`src/rtl/word_gen_reader_if.sv`:
```
// Output-side interface of word_gen_reader: assembled word, its IDs and the valid/ready handshake.
// Optional macro WORD_GEN_READER_LEN_OUT_EN adds the word_len field.
interface word_gen_reader_if #(
  parameter int WORD_MAX_LEN = 8
);
  logic [WORD_MAX_LEN*8-1:0] dout;
  logic [15:0]               pkt_id;
  logic [15:0]               word_id;
  logic [31:0]               gen_id;
  logic                      gen_end;
  logic                      word_end;
  logic                      out_valid;
  logic                      out_rd_en;
`ifdef WORD_GEN_READER_LEN_OUT_EN
  logic [$clog2(WORD_MAX_LEN+1)-1:0] word_len;
`endif

  modport master (
`ifdef WORD_GEN_READER_LEN_OUT_EN
    output word_len,
`endif
    output dout, pkt_id, word_id, gen_id, gen_end, word_end, out_valid,
    input  out_rd_en
  );

  modport slave (
`ifdef WORD_GEN_READER_LEN_OUT_EN
    input  word_len,
`endif
    input  dout, pkt_id, word_id, gen_id, gen_end, word_end, out_valid,
    output out_rd_en
  );
endinterface

```
`src/rtl/word_gen_reader.sv`:
```
// Reads one candidate word byte-by-byte from the generator storage and presents it double-buffered.
// Optional macro WORD_GEN_READER_LEN_OUT_EN exposes the null-terminated length as word_len.
module word_gen_reader #(
  parameter int WORD_MAX_LEN = 8
) (
  input  logic                              CLK,
  input  logic                              RST_N,
  input  logic [7:0]                        din,
  output logic [$clog2(WORD_MAX_LEN)-1:0]   rd_addr,
  input  logic                              empty,
  output logic                              set_empty,
  input  logic [15:0]                       pkt_id_in,
  input  logic [15:0]                       word_id_in,
  input  logic [31:0]                       gen_id_in,
  input  logic                              gen_end_in,
  input  logic                              word_end_in,
  word_gen_reader_if.master                 out_if
);

  localparam int AW = $clog2(WORD_MAX_LEN);
  localparam int DW = WORD_MAX_LEN * 8;
  localparam logic [AW-1:0] ADDR_ONE  = AW'(1);
  localparam logic [AW-1:0] ADDR_LAST = AW'(WORD_MAX_LEN - 1);

  typedef enum logic [1:0] {
    IDLE = 2'd0,
    READ = 2'd1,
    LAST = 2'd2
  } state_t;

  state_t          state_q, state_d;
  logic [AW-1:0]   rd_addr_q, rd_addr_d;
  logic            set_empty_q, set_empty_d;
  logic            null_seen_q, null_seen_d;
  logic            asm_full_q, asm_full_d;
  logic [DW-1:0]   asm_data_q, asm_data_d;
  logic [15:0]     asm_pkt_q, asm_pkt_d, asm_wid_q, asm_wid_d;
  logic [31:0]     asm_gen_q, asm_gen_d;
  logic            asm_gend_q, asm_gend_d, asm_wend_q, asm_wend_d;
  logic            out_valid_q, out_valid_d;
  logic [DW-1:0]   out_data_q, out_data_d;
  logic [15:0]     out_pkt_q, out_pkt_d, out_wid_q, out_wid_d;
  logic [31:0]     out_gen_q, out_gen_d;
  logic            out_gend_q, out_gend_d, out_wend_q, out_wend_d;

  logic            xfer_s, hold_s, start_s, cap_en_s, is_nul_s;
  logic [AW-1:0]   cap_idx_s;
  logic [7:0]      cap_byte_s;

`ifdef WORD_GEN_READER_LEN_OUT_EN
  localparam int LW = $clog2(WORD_MAX_LEN + 1);
  logic [LW-1:0]   asm_len_q, asm_len_d, out_len_q, out_len_d;
`endif

  // A terminal (gen_end) word entering or sitting unconsumed in the output register blocks new reads.
  assign xfer_s  = asm_full_q & (~out_valid_q | out_if.out_rd_en);
  assign hold_s  = xfer_s ? asm_gend_q : (out_valid_q & out_gend_q & ~out_if.out_rd_en);
  assign start_s = ~empty & (~asm_full_q | xfer_s) & ~hold_s;

  assign cap_en_s   = (state_q == READ) || (state_q == LAST);
  assign cap_idx_s  = (state_q == LAST) ? ADDR_LAST : (rd_addr_q - ADDR_ONE);
  assign is_nul_s   = (din == 8'h00);
  assign cap_byte_s = (null_seen_q | is_nul_s) ? 8'h00 : din;

  // FSM state register
  always_ff @(posedge CLK or negedge RST_N) begin
    if (!RST_N) begin
      state_q <= IDLE;
    end else begin
      state_q <= state_d;
    end
  end

  // FSM next-state logic
  always_comb begin
    state_d = state_q;
    case (state_q)
      IDLE:    state_d = start_s ? READ : IDLE;
      READ:    state_d = (rd_addr_q == ADDR_LAST) ? LAST : READ;
      LAST:    state_d = IDLE;
      default: state_d = IDLE;
    endcase
  end

  // FSM outputs and datapath next values
  always_comb begin
    rd_addr_d   = rd_addr_q;
    null_seen_d = null_seen_q;
    asm_full_d  = asm_full_q;
    asm_data_d  = asm_data_q;
    asm_pkt_d   = asm_pkt_q;
    asm_wid_d   = asm_wid_q;
    asm_gen_d   = asm_gen_q;
    asm_gend_d  = asm_gend_q;
    asm_wend_d  = asm_wend_q;
`ifdef WORD_GEN_READER_LEN_OUT_EN
    asm_len_d   = asm_len_q;
`endif
    set_empty_d = (state_d == LAST);

    case (state_q)
      IDLE:    rd_addr_d = start_s ? ADDR_ONE : {AW{1'b0}};
      READ:    rd_addr_d = (rd_addr_q == ADDR_LAST) ? {AW{1'b0}} : (rd_addr_q + ADDR_ONE);
      LAST:    rd_addr_d = {AW{1'b0}};
      default: rd_addr_d = {AW{1'b0}};
    endcase

    if ((state_q == IDLE) && start_s) begin
      null_seen_d = 1'b0;
      asm_pkt_d   = pkt_id_in;
      asm_wid_d   = word_id_in;
      asm_gen_d   = gen_id_in;
      asm_gend_d  = gen_end_in;
      asm_wend_d  = word_end_in;
`ifdef WORD_GEN_READER_LEN_OUT_EN
      asm_len_d   = LW'(WORD_MAX_LEN);
`endif
    end else if (cap_en_s) begin
      for (int i = 0; i < WORD_MAX_LEN; i++) begin
        if (AW'(i) == cap_idx_s) begin
          asm_data_d[i*8 +: 8] = cap_byte_s;
        end else begin
          asm_data_d[i*8 +: 8] = asm_data_q[i*8 +: 8];
        end
      end
      null_seen_d = null_seen_q | is_nul_s;
`ifdef WORD_GEN_READER_LEN_OUT_EN
      if (is_nul_s && !null_seen_q) begin
        asm_len_d = LW'(cap_idx_s);
      end else begin
        asm_len_d = asm_len_q;
      end
`endif
    end else begin
      null_seen_d = null_seen_q;
    end

    if (state_q == LAST) begin
      asm_full_d = 1'b1;
    end else if (xfer_s) begin
      asm_full_d = 1'b0;
    end else begin
      asm_full_d = asm_full_q;
    end
  end

  // Output register next values: refill on transfer, otherwise drop valid on consume
  always_comb begin
    out_data_d  = out_data_q;
    out_pkt_d   = out_pkt_q;
    out_wid_d   = out_wid_q;
    out_gen_d   = out_gen_q;
    out_gend_d  = out_gend_q;
    out_wend_d  = out_wend_q;
`ifdef WORD_GEN_READER_LEN_OUT_EN
    out_len_d   = out_len_q;
`endif
    out_valid_d = out_valid_q & ~out_if.out_rd_en;
    if (xfer_s) begin
      out_valid_d = 1'b1;
      out_data_d  = asm_data_q;
      out_pkt_d   = asm_pkt_q;
      out_wid_d   = asm_wid_q;
      out_gen_d   = asm_gen_q;
      out_gend_d  = asm_gend_q;
      out_wend_d  = asm_wend_q;
`ifdef WORD_GEN_READER_LEN_OUT_EN
      out_len_d   = asm_len_q;
`endif
    end else begin
      out_data_d  = out_data_q;
    end
  end

  // Datapath and output registers
  always_ff @(posedge CLK or negedge RST_N) begin
    if (!RST_N) begin
      rd_addr_q   <= {AW{1'b0}};
      set_empty_q <= 1'b0;
      null_seen_q <= 1'b0;
      asm_full_q  <= 1'b0;
      asm_data_q  <= {DW{1'b0}};
      asm_pkt_q   <= 16'h0000;
      asm_wid_q   <= 16'h0000;
      asm_gen_q   <= 32'h0000_0000;
      asm_gend_q  <= 1'b0;
      asm_wend_q  <= 1'b0;
      out_valid_q <= 1'b0;
      out_data_q  <= {DW{1'b0}};
      out_pkt_q   <= 16'h0000;
      out_wid_q   <= 16'h0000;
      out_gen_q   <= 32'h0000_0000;
      out_gend_q  <= 1'b0;
      out_wend_q  <= 1'b0;
`ifdef WORD_GEN_READER_LEN_OUT_EN
      asm_len_q   <= {LW{1'b0}};
      out_len_q   <= {LW{1'b0}};
`endif
    end else begin
      rd_addr_q   <= rd_addr_d;
      set_empty_q <= set_empty_d;
      null_seen_q <= null_seen_d;
      asm_full_q  <= asm_full_d;
      asm_data_q  <= asm_data_d;
      asm_pkt_q   <= asm_pkt_d;
      asm_wid_q   <= asm_wid_d;
      asm_gen_q   <= asm_gen_d;
      asm_gend_q  <= asm_gend_d;
      asm_wend_q  <= asm_wend_d;
      out_valid_q <= out_valid_d;
      out_data_q  <= out_data_d;
      out_pkt_q   <= out_pkt_d;
      out_wid_q   <= out_wid_d;
      out_gen_q   <= out_gen_d;
      out_gend_q  <= out_gend_d;
      out_wend_q  <= out_wend_d;
`ifdef WORD_GEN_READER_LEN_OUT_EN
      asm_len_q   <= asm_len_d;
      out_len_q   <= out_len_d;
`endif
    end
  end

  assign rd_addr          = rd_addr_q;
  assign set_empty        = set_empty_q;
  assign out_if.dout      = out_data_q;
  assign out_if.pkt_id    = out_pkt_q;
  assign out_if.word_id   = out_wid_q;
  assign out_if.gen_id    = out_gen_q;
  assign out_if.gen_end   = out_gend_q;
  assign out_if.word_end  = out_wend_q;
  assign out_if.out_valid = out_valid_q;
`ifdef WORD_GEN_READER_LEN_OUT_EN
  assign out_if.word_len  = out_len_q;
`endif

endmodule
```
`src/flat_wrapper.sv`:
```
// flat-port wrapper written by rule: the top's interface ports become plain ports
module word_gen_reader_flat 
#(
  parameter int WORD_MAX_LEN = 8
)
  (CLK, RST_N, din, rd_addr, empty, set_empty, pkt_id_in, word_id_in, gen_id_in, gen_end_in, word_end_in, out_if_dout, out_if_pkt_id, out_if_word_id, out_if_gen_id, out_if_gen_end, out_if_word_end, out_if_out_valid, out_if_out_rd_en);
  word_gen_reader_if #(.WORD_MAX_LEN(WORD_MAX_LEN)) out_if_i ();
  input  logic CLK;
  input  logic RST_N;
  input  logic [7:0] din;
  output logic [$clog2(WORD_MAX_LEN)-1:0] rd_addr;
  input  logic empty;
  output logic set_empty;
  input  logic [15:0] pkt_id_in;
  input  logic [15:0] word_id_in;
  input  logic [31:0] gen_id_in;
  input  logic gen_end_in;
  input  logic word_end_in;
  output wire logic [$bits(out_if_i.dout)-1:0] out_if_dout;
  output wire logic [$bits(out_if_i.pkt_id)-1:0] out_if_pkt_id;
  output wire logic [$bits(out_if_i.word_id)-1:0] out_if_word_id;
  output wire logic [$bits(out_if_i.gen_id)-1:0] out_if_gen_id;
  output wire logic [$bits(out_if_i.gen_end)-1:0] out_if_gen_end;
  output wire logic [$bits(out_if_i.word_end)-1:0] out_if_word_end;
  output wire logic [$bits(out_if_i.out_valid)-1:0] out_if_out_valid;
  input wire logic [$bits(out_if_i.out_rd_en)-1:0] out_if_out_rd_en;
  assign out_if_dout = out_if_i.dout;
  assign out_if_pkt_id = out_if_i.pkt_id;
  assign out_if_word_id = out_if_i.word_id;
  assign out_if_gen_id = out_if_i.gen_id;
  assign out_if_gen_end = out_if_i.gen_end;
  assign out_if_word_end = out_if_i.word_end;
  assign out_if_out_valid = out_if_i.out_valid;
  assign out_if_i.out_rd_en = out_if_out_rd_en;
  word_gen_reader #(.WORD_MAX_LEN(WORD_MAX_LEN)) u_core (.CLK(CLK), .RST_N(RST_N), .din(din), .rd_addr(rd_addr), .empty(empty), .set_empty(set_empty), .pkt_id_in(pkt_id_in), .word_id_in(word_id_in), .gen_id_in(gen_id_in), .gen_end_in(gen_end_in), .word_end_in(word_end_in), .out_if(out_if_i));
endmodule
```
`config.mk`:
```
export PLATFORM = sky130hd
export DESIGN_NAME = word_gen_reader_flat
export DESIGN_NICKNAME = d
export VERILOG_FILES = /design/src/rtl/word_gen_reader_if.sv /design/src/rtl/word_gen_reader.sv /design/src/flat_wrapper.sv
export SDC_FILE = /design/constraint.sdc
export NUM_CORES = 1
export LEC_CHECK = 0
export BUFFER_PORTS_ARGS = -buffer_cell sky130_fd_sc_hd__buf_2
export CAP_MARGIN = 15
export CORE_MARGIN = 5
export CORE_UTILIZATION = 54
export DETAILED_ROUTE_END_ITERATION = 6
export PLACE_DENSITY = 0.8
export SYNTH_ARGS = -nofsm -noshare
export SYNTH_HDL_FRONTEND = slang
export SYNTH_SLANG_ARGS = --single-unit
```
`constraint.sdc`:
```
create_clock -name CLK -period 2.62 [get_ports CLK]
set_input_delay 0.262 -clock CLK [delete_from_list [all_inputs] [get_ports CLK]]
set_output_delay 0.262 -clock CLK [all_outputs]
set_load 0.03 [all_outputs]
```
Yosys cells after proc, flatten, opt, wreduce, memory -nomap -nowiden
Cells that the tools add are included.

Memories kept: 0. Bits in registers: 269. Memory bits (read-only): 0. Output and inout bits: 135. Memory bits (writable): 0. Logic and storage cells: 82. Latch bits: 0.

Reductions and logical operators: 15. Divide/modulo/power cells: 0. $mul: 0. Equal/unequal tests: 11. Muxes and demuxes: 14. Magnitude comparators: 0. Shift-type cells: 0. Bitwise logic cells: 15. Add/subtract/negate cells: 2.

Operator list (number): AND reduction 3 bit (8); == test 3 bit, first input constant (4); logical NOT 8 bit (1); 2-to-1 mux 1 bit (8); 2-to-1 mux 8 bit (1); AND 1 bit (6); == test 2 x 3 -> 1 bit, first input constant (2); 2-to-1 mux 3 bit (2); NOT 1 bit (6); one-hot mux 3 bit (2 select lines) (1); == test 2 bit, second input constant (2); one-hot mux 2 bit (2 select lines) (1); nonzero test 2 bit (2); adder 3 x 1 -> 3 bit, second input constant (1); == test 1 x 3 -> 1 bit, first input constant (1); == test 3 bit, second input constant (1); logical NOT 3 bit (1); bitwise OR 1 bit (3); subtractor 3 x 1 -> 3 bit, second input constant (1); == test 2 x 1 -> 1 bit, second input constant (1); logical NOT 2 bit (1); 2-to-1 mux 2 bit (1); logical AND 1 bit (1); logical OR 1 bit (1).

Longest topological paths before layout
Gate-level depths: netlist (run 1).

Word-level depth: 9. Gate-level depth with buffers: 7. Depth with buffers taken out: 6.

Least setup slack after synthesis (run 1)
No wires, ideal clock.

Path type: register -> register. Start: register u_core.rd_addr_q[0] (netlist: u_core.rd_addr[0]). End: register u_core.asm_data_q[24]. Buffers on the path: 0. Period minus slack after synthesis: 2392 ps. Arrival: 2267 ps. Stages on the path, launching flop included: 7. Library setup time: 125 ps. Slack: 228 ps. Cell sequence: dfrtp_1 inv_1 ha_1 nor2_1 o21ai_0 a2111oi_4 mux2_2.

Longest elaborated chain between the ends: 4.

Ends and longest elaborated chain: start, declared (RTL line word_gen_reader.sv:32) `logic [AW-1:0] rd_addr_q, rd_addr_d;`; start signal, assigned (RTL line word_gen_reader.sv:178) `rd_addr_q <= {AW{1'b0}};`; start signal, assigned (RTL line word_gen_reader.sv:200) `rd_addr_q <= rd_addr_d;`; subtractor 3 x 1 -> 3 bit (RTL line word_gen_reader.sv:61) `assign cap_idx_s = (state_q == LAST) ? ADDR_LAST : (rd_addr_q - ADDR_ONE);`; 2-to-1 mux 3 bit (RTL line word_gen_reader.sv:61); == test 2 x 3 -> 1 bit (RTL line word_gen_reader.sv:120) `if (AW'(i) == cap_idx_s) begin`; AND reduction 3 bit (no line); end signal, assigned (RTL line word_gen_reader.sv:182) `asm_data_q <= {DW{1'b0}};`; end signal, assigned (RTL line word_gen_reader.sv:204) `asm_data_q <= asm_data_d;`; end, declared (RTL line word_gen_reader.sv:36) `logic [DW-1:0] asm_data_q, asm_data_d;`.

Every way passes these cells. A chain may end at the register's enable or synchronous reset.

Worst setup path in the final report (run 1)
Start: register u_core.rd_addr_q[0] (netlist: u_core.rd_addr[0]). End: register u_core.asm_data_q[28].

The elaborated chain is that of the path after synthesis.

==> key figures, run 1 <==
Yosys
  • Cell area after synthesis: 0.0103 mm^2
  • Biggest area consumer among synthesized cells: dfrtp_1
  • Prevailing post-synth register cell: dfrtp_1
  • Post-synth ARST share: 100%
  • Sequential fraction of the synthesis area: 65.5%
  • Mapped Cells: 612
  • EDFF count, synth: 0
  • Cell variety after synth: 33
  • Seq cells post-synth: 269
  • Synth top area share: 65.5%
  • Yosys warnings: 0
  • Syn nets: 696
  • Syn Area/Cell: 16.8 um^2
  • Synth area leaders: dfrtp_1, mux2_2, a2111oi_4

Route
  • DRC Markers: 0
  • Initial DRT Pass Iterations: 4
  • Drt first-iter violations: 171
  • Via Count: 6143
  • Post-DR wirelength/cell: 20.2 um
  • Post-DR vias/cell: 5.28
  • Post-route antenna net violation count: 0
  • Final WL: 23600 um

Timing
  • Worst Skew: 8.38 ps
  • RSZ-0062 raised after global routing: no
  • Hold WS: 54.9 ps
  • Tightest Pin Transition: 826 ps
  • Final Hold Fails: 0
  • TNS Setup: 0 ps
  • Final slew viol count: 0
  • Crit path time final: 2470 ps
  • Fmax: 0.405 GHz
  • Max_slew headroom: 44.8%
  • Setup violators final: 0
  • Fin crit share: 94.4%

Clock network
  • Clk root buf: clkbuf_16
  • Total setup buffers inserted after CTS: 0
  • CTS Buf Count: 28
  • Clock tree buffer depth: 3
  • TritonCTS Sinks: 269
  • Clock-pin transition on the worst setup and hold timing paths: 60 ps
  • Post_cts resized: 0
  • # hold bufs at CTS: 67
  • H-tree levels: 1
  • CTS tree: done
  • Worst-skew pair later-pin latency: 530 ps

Setup path
  • CP startpoint kind: flop
  • Slowest Stage Delay on Critical Path: 690 ps
  • CP Cell Sequence: inv_1 > ha_1 > nor2_1 > o21ai_0 > a2111oi_4 > mux2_2
  • CP endpoint kind: flop
  • Worst-path fanout max: 8
  • Kind of critical path: flop to flop
  • CP max stage cell: a2111oi_4
  • Buf/Inv on CP: 1
  • CP arrival: 2890 ps
  • Worst Path Required: 3040 ps
  • CP top delay family: compound AO/OA/AOI/OAI gates

Floorplanning
  • Die height: 148 um
  • Die Span X: 148 um
  • Initial Util: 54.9%
  • Die ar.: 0.0219 mm^2
  • # rows: 50
  • I/O pins: 213
  • Core Area: 0.0187 mm^2

Layout
  • Nets: 991
  • Layout cells sized above 1: 58.2%
  • Fillcell total: 1187
  • Fin cells: 1164
  • Area growth, synth to finish: 30.1%
  • Layout Cell Area excl Fill: 0.0134 mm^2

Global route
  • Initial antenna violation count: 2
  • Gr ovfl total: 0
  • First-pass GRT wire length: 38000 um
  • Largest net degree at the start of global routing: 83
  • GRT Total Usage: 21.7%
  • Vias in the first global route: 6944

Outcome
  • Outcome: complete, no violations

Power
  • Internal: 11300 uW
  • Part of the power in the clock network: 23.9%
  • Static leakage: 0.00646 uW
  • Pwr per Cell Area: 1310 mW/mm^2
  • Switching part of the total power: 35.2%
  • Logic pwr share: 35.2%
  • Psw: 6140 uW
  • VDD IR-drop max: 739 uV
  • Sequential share of power: 41.0%

Place
  • IO buf count: 212
  • Area post-placement: 0.0117 mm^2
  • GPL Wtd Cong: 0.803
  • Cells after DPL: 1044
  • Post-DP HPWL: 15300 um

Worst hold path
  • Worst min path class: input port to flop

Job
  • Max-cap violations: 0
==> final timing paths <==
check	start	end	slack, ps	depth (start not counted)
worst max-delay path	u_core.rd_addr[0]	u_core.asm_data_q[28]	150	6
worst min-delay path	out_if_out_rd_en	u_core.asm_full_q	50	3
worst max register to register	u_core.rd_addr[0]	u_core.asm_data_q[28]	150	6
worst min register to register	u_core.asm_data_q[16]	u_core.asm_data_q[16]	490	1
max in group asynchronous	RST_N	u_core.asm_wid_q[13]	1520	3
min in group asynchronous	RST_N	u_core.out_if.dout[10]	330	2
==> Yosys cell counts, drive strengths merged (2+ instances only) <==
cell,number
nand3b,2
and2,3
a211oi,4
clkbuf,10
nor4,2
buf,15
mux2,258
inv,8
a2111oi,3
nor2,4
nand2b,2
nor2b,8
ha,6
o21ai,2
nand2,7
dfrtp,269
==> flip-flops by register name, summed over array words and instances (netlist names) <==
name,flops
u_core.out_if.word_end,1
u_core.out_if.pkt_id,16
u_core.asm_pkt_q,16
u_core.asm_wid_q,16
u_core.asm_gen_q,32
u_core.asm_gend_q,1
u_core.out_if.gen_id,32
u_core.asm_data_q,64
u_core.null_seen_q,1
u_core.state_q,2
u_core.asm_full_q,1
u_core.out_if.out_valid,1
u_core.out_if.gen_end,1
u_core.out_if.dout,64
u_core.rd_addr,3
u_core.set_empty,1
u_core.asm_wend_q,1
u_core.out_if.word_id,16
==> routing by layer <==
| layer | share of wire (%) | up-vias | track usage, % |
|---|---|---|---|
| li1 | - | 2756 | - |
| met1 | 38 | 3177 | 27.1 |
| met2 | 54 | 162 | 38.2 |
| met3 | 4.8 | 48 | 3.86 |
| met4 | 3.2 | 0 | 8.22 |
| met5 | 0 | - | 0 |
==> power groups by stage <==
stage | Clock [uW] | Combinational, uW | Sequential [uW]
floorplan | 0 | 2720 | 8560
global route | 4430 | 6520 | 7350
CTS | 4240 | 6200 | 7140
detailed placement | 0 | 6060 | 7180
global placement | 0 | 5850 | 7020
finish | 4160 | 6140 | 7150
==> layout make-up <==
class	count	area [um^2]	share of cell area [%]
Tap cell	234	293	2.19
Timing Repair Buffer	290	1910	14.3
Clock buffer	39	823	6.16
Inverter	8	30.0	0.225
Multi-Input combinational cell	310	3410	25.5
Sequential cell	269	6730	50.4
Clock inverter	12	160	1.20
Antenna cell	2	5.00	0.0375
==> tightest hold or removal path, delay by kind of cell <==
kind	cells	cell delay [ps]
buffers and inverters	1	80
and+or+nand+nor	1	140
AOI/OAI and AO/OA	1	60
==> cell families (layout without fill, tap and decap cells) <==
family | count (synthesis) | count (layout) | share of synthesized area [%]
multiplexers | 258 | 258 | 28.3
AND/OR/NAND/NOR | 31 | 31 | 1.75
buffers and inverters | 33 | 349 | 1.39
flip-flops | 269 | 269 | 65.5
other | 0 | 2 | 0
adder cells (fa/ha/maj) | 6 | 6 | 0.731
AO/OA/AOI/OAI | 14 | 14 | 2.05
XOR/XNOR | 1 | 1 | 0.268
==> per-stage QoR <==
stage	worst slack (ps)	utilization [%]	total power, uW
global route	73.6	71.4	18300
global placement	312	62.6	12900
floorplan	228	-	11300
detailed placement	203	62.6	13200
CTS	185	71.4	17600
finish	148	71.4	17400
==> cell usage in the layout (no fill, tap or decap), types with 5 or more instances in the layout <==
master           n
dlygate4sd3_1   67
buf_2          211
nand2_1          5
inv_1            7
clkbuf_16       29
ha_1             6
nor2b_1          8
clkinv_2         8
buf_12           7
clkbuf_8         6
dfrtp_1        269
mux2_2         256
(Power assumes the default switching activity.)
==> run 2: changes to the inputs <==
- CAP_MARGIN: 15 -> 10
- REMOVE_ABC_BUFFERS: not set -> 1
==> run 2 against run 1 <==
Design area down 0.64%. Register-to-register slack improved by 80 ps. Power is 1.1% lower. Critical path depth is the same. Worst setup slack better by 85 ps. Combinational power rose by 2%. Sequential power is essentially flat. Die area is the same. First-iteration DRC count increased by 41%. Clock power shrank 7.7%. Sequential share of layout area rose by 0.32 points. Critical endpoint is now u_core.asm_data_q[5].
==> key figures, run 2 (synthesized netlist as in run 1, its figures left out) <==
Global route
  • GRT Total Usage: 22.2%
  • Initial antenna violation count: 0
  • M3 GR Usage: 6.74%
  • Vias in the first global route: 7017
  • GR Util met1: 27.9%
  • First-pass GRT wire length: 38800 um
  • Gr ovfl total: 0
  • Met2 usage: 37.9%
  • Layer with the highest usage: met2
  • Largest net degree at the start of global routing: 84

Floorplanning
  • Core Area: 0.0187 mm^2
  • # rows: 50
  • Initial Util: 54.9%
  • Die ar.: 0.0219 mm^2
  • Die Span X: 148 um
  • Die height: 148 um
  • I/O pins: 213

Layout
  • Layout Cell Area excl Fill: 0.0133 mm^2
  • Diodes inserted: 0
  • Area growth, synth to finish: 29.3%
  • Area occupied by registers: 0.00673 mm^2
  • Most common cell after layout, fill and taps aside: dfrtp_1
  • Nets: 994
  • Multi-input gate area: 0.00341 mm^2
  • Commonest non-fill, non-tap cells in the layout: dfrtp_1, mux2_2, buf_2, dlygate4sd3_1, clkbuf_16
  • Layout cells sized above 1: 58.2%
  • Fin util: 71.0%
  • Fillcell total: 1164

Worst hold path
  • Worst Hold End: u_core.out_if.out_valid
  • Worst min path class: input port to flop
  • HP Start: out_if_out_rd_en
  • Hold path cells: 3

Place
  • Post-DP HPWL: 15600 um
  • IO buf count: 212
  • GPL Wtd Cong: 0.801
  • Area post-placement: 0.0117 mm^2

Power
  • Static leakage: 0.00642 uW
  • Pwr per Cell Area: 1300 mW/mm^2
  • VDD IR-drop max: 789 uV
  • Total power: 17300 uW

Route
  • Post-route antenna net violation count: 0
  • Drt first-iter violations: 241
  • DRC Markers: 0
  • Initial DRT Pass Iterations: 4
  • Via Count: 6210
  • Post-DR vias/cell: 5.35
  • Post-DR wirelength/cell: 20.7 um
  • Final WL: 24000 um

Timing
  • Crit path time final: 2390 ps
  • TNS Setup: 0 ps
  • Fin crit share: 91.1%
  • Final Hold Fails: 0
  • Worst Skew: 6.65 ps
  • RSZ-0062 raised after global routing: no
  • Setup violators final: 0
  • Final slew viol count: 0
  • Fmax: 0.419 GHz
  • Tightest Pin Transition: 842 ps
  • Max_slew headroom: 43.7%

Setup path
  • RR Startpoint: u_core.state_q[0]
  • Kind of critical path: flop to flop
  • CP arrival: 2780 ps
  • RR Endpoint: u_core.asm_data_q[5]
  • CP endpoint kind: flop
  • Worst R2R Setup Slack: 230 ps
  • R2r worst-path depth: 6
  • Worst Path Required: 3010 ps
  • Worst-path fanout max: 8
  • CP startpoint kind: flop

Clock network
  • Total setup buffers inserted after CTS: 0
  • CTS tree: done
  • CTS Buf Count: 27
  • Clock-pin transition on the worst setup and hold timing paths: 60 ps
  • Clock tree buffer depth: 3
  • Clk root buf: clkbuf_16
  • TritonCTS Sinks: 269
  • H-tree levels: 1
  • Worst-skew pair later-pin latency: 520 ps

Job
  • Max-cap violations: 0

Outcome
  • Outcome: complete, no violations
run 2: changes by cell type in the layout (fill, tap and decap cells not counted), sizes merged:
cell,change
buf,+4
clkinv,-5
diode,-2
clkinvlp,+1
bufinv,-2
run 2: layout make-up:
cell class	count	share of cell area, %
sequential	269	50.7
multi-input combinational	310	25.7
timing repair buffer	294	14.4
clock buffer	39	6.11
tap	234	2.21
clock inverter	6	0.622
inverter	8	0.226
run 2: worst max-delay path by stage:
stage               cells past startpoint                     to               startpoint
floorplan                               3  u_core.out_if.dout[0]  u_core.out_if.out_valid
CTS                                     6   u_core.asm_data_q[5]        u_core.state_q[0]
detailed placement                      6   u_core.asm_data_q[6]        u_core.state_q[0]
global route                            7  u_core.asm_data_q[25]        u_core.rd_addr[0]
global placement                        6  u_core.asm_data_q[35]        u_core.state_q[0]
finish                                  6   u_core.asm_data_q[5]        u_core.state_q[0]
run 2: what timing repair did:
action | 4_1_cts | 5_1_grt
endpoints found under the setup margin | 0 | 0
resized for setup | 0 | 0
hold buffers | 67 | 0
hold endpoints to repair | 144 | 0
run 2: critical path, cell delays in order (launching register included):
cell and delay, ps:
dfrtp_1 350, inv_1 60, ha_1 300, nand3b_1 320, or2_2 390, a211oi_4 430, mux2_2 400
run 2: stage by stage:
stage	worst slack [ps]	std cells	hold WS (ps)
6_report	233	1160	62.5
5_1_grt	134	1160	57.9
4_1_cts	231	1160	36.9
3_5_place_dp	256	1048	298
3_3_place_gp	377	1048	289
2_1_floorplan	-1360	587	-33.6
run 2: layer usage:
layer	vias to the layer above	wire, um
met5	-	0
met4	0	548
met3	54	1900
met2	210	11900
met1	3198	9730
li1	2748	-
run 2: power breakdown:
part | internal [uW] | switching [uW] | total [uW]
Clock | 2320 | 1520 | 3840
Combinational | 2680 | 3570 | 6250
Sequential | 6070 | 1100 | 7170
Total | 11100 | 6190 | 17300
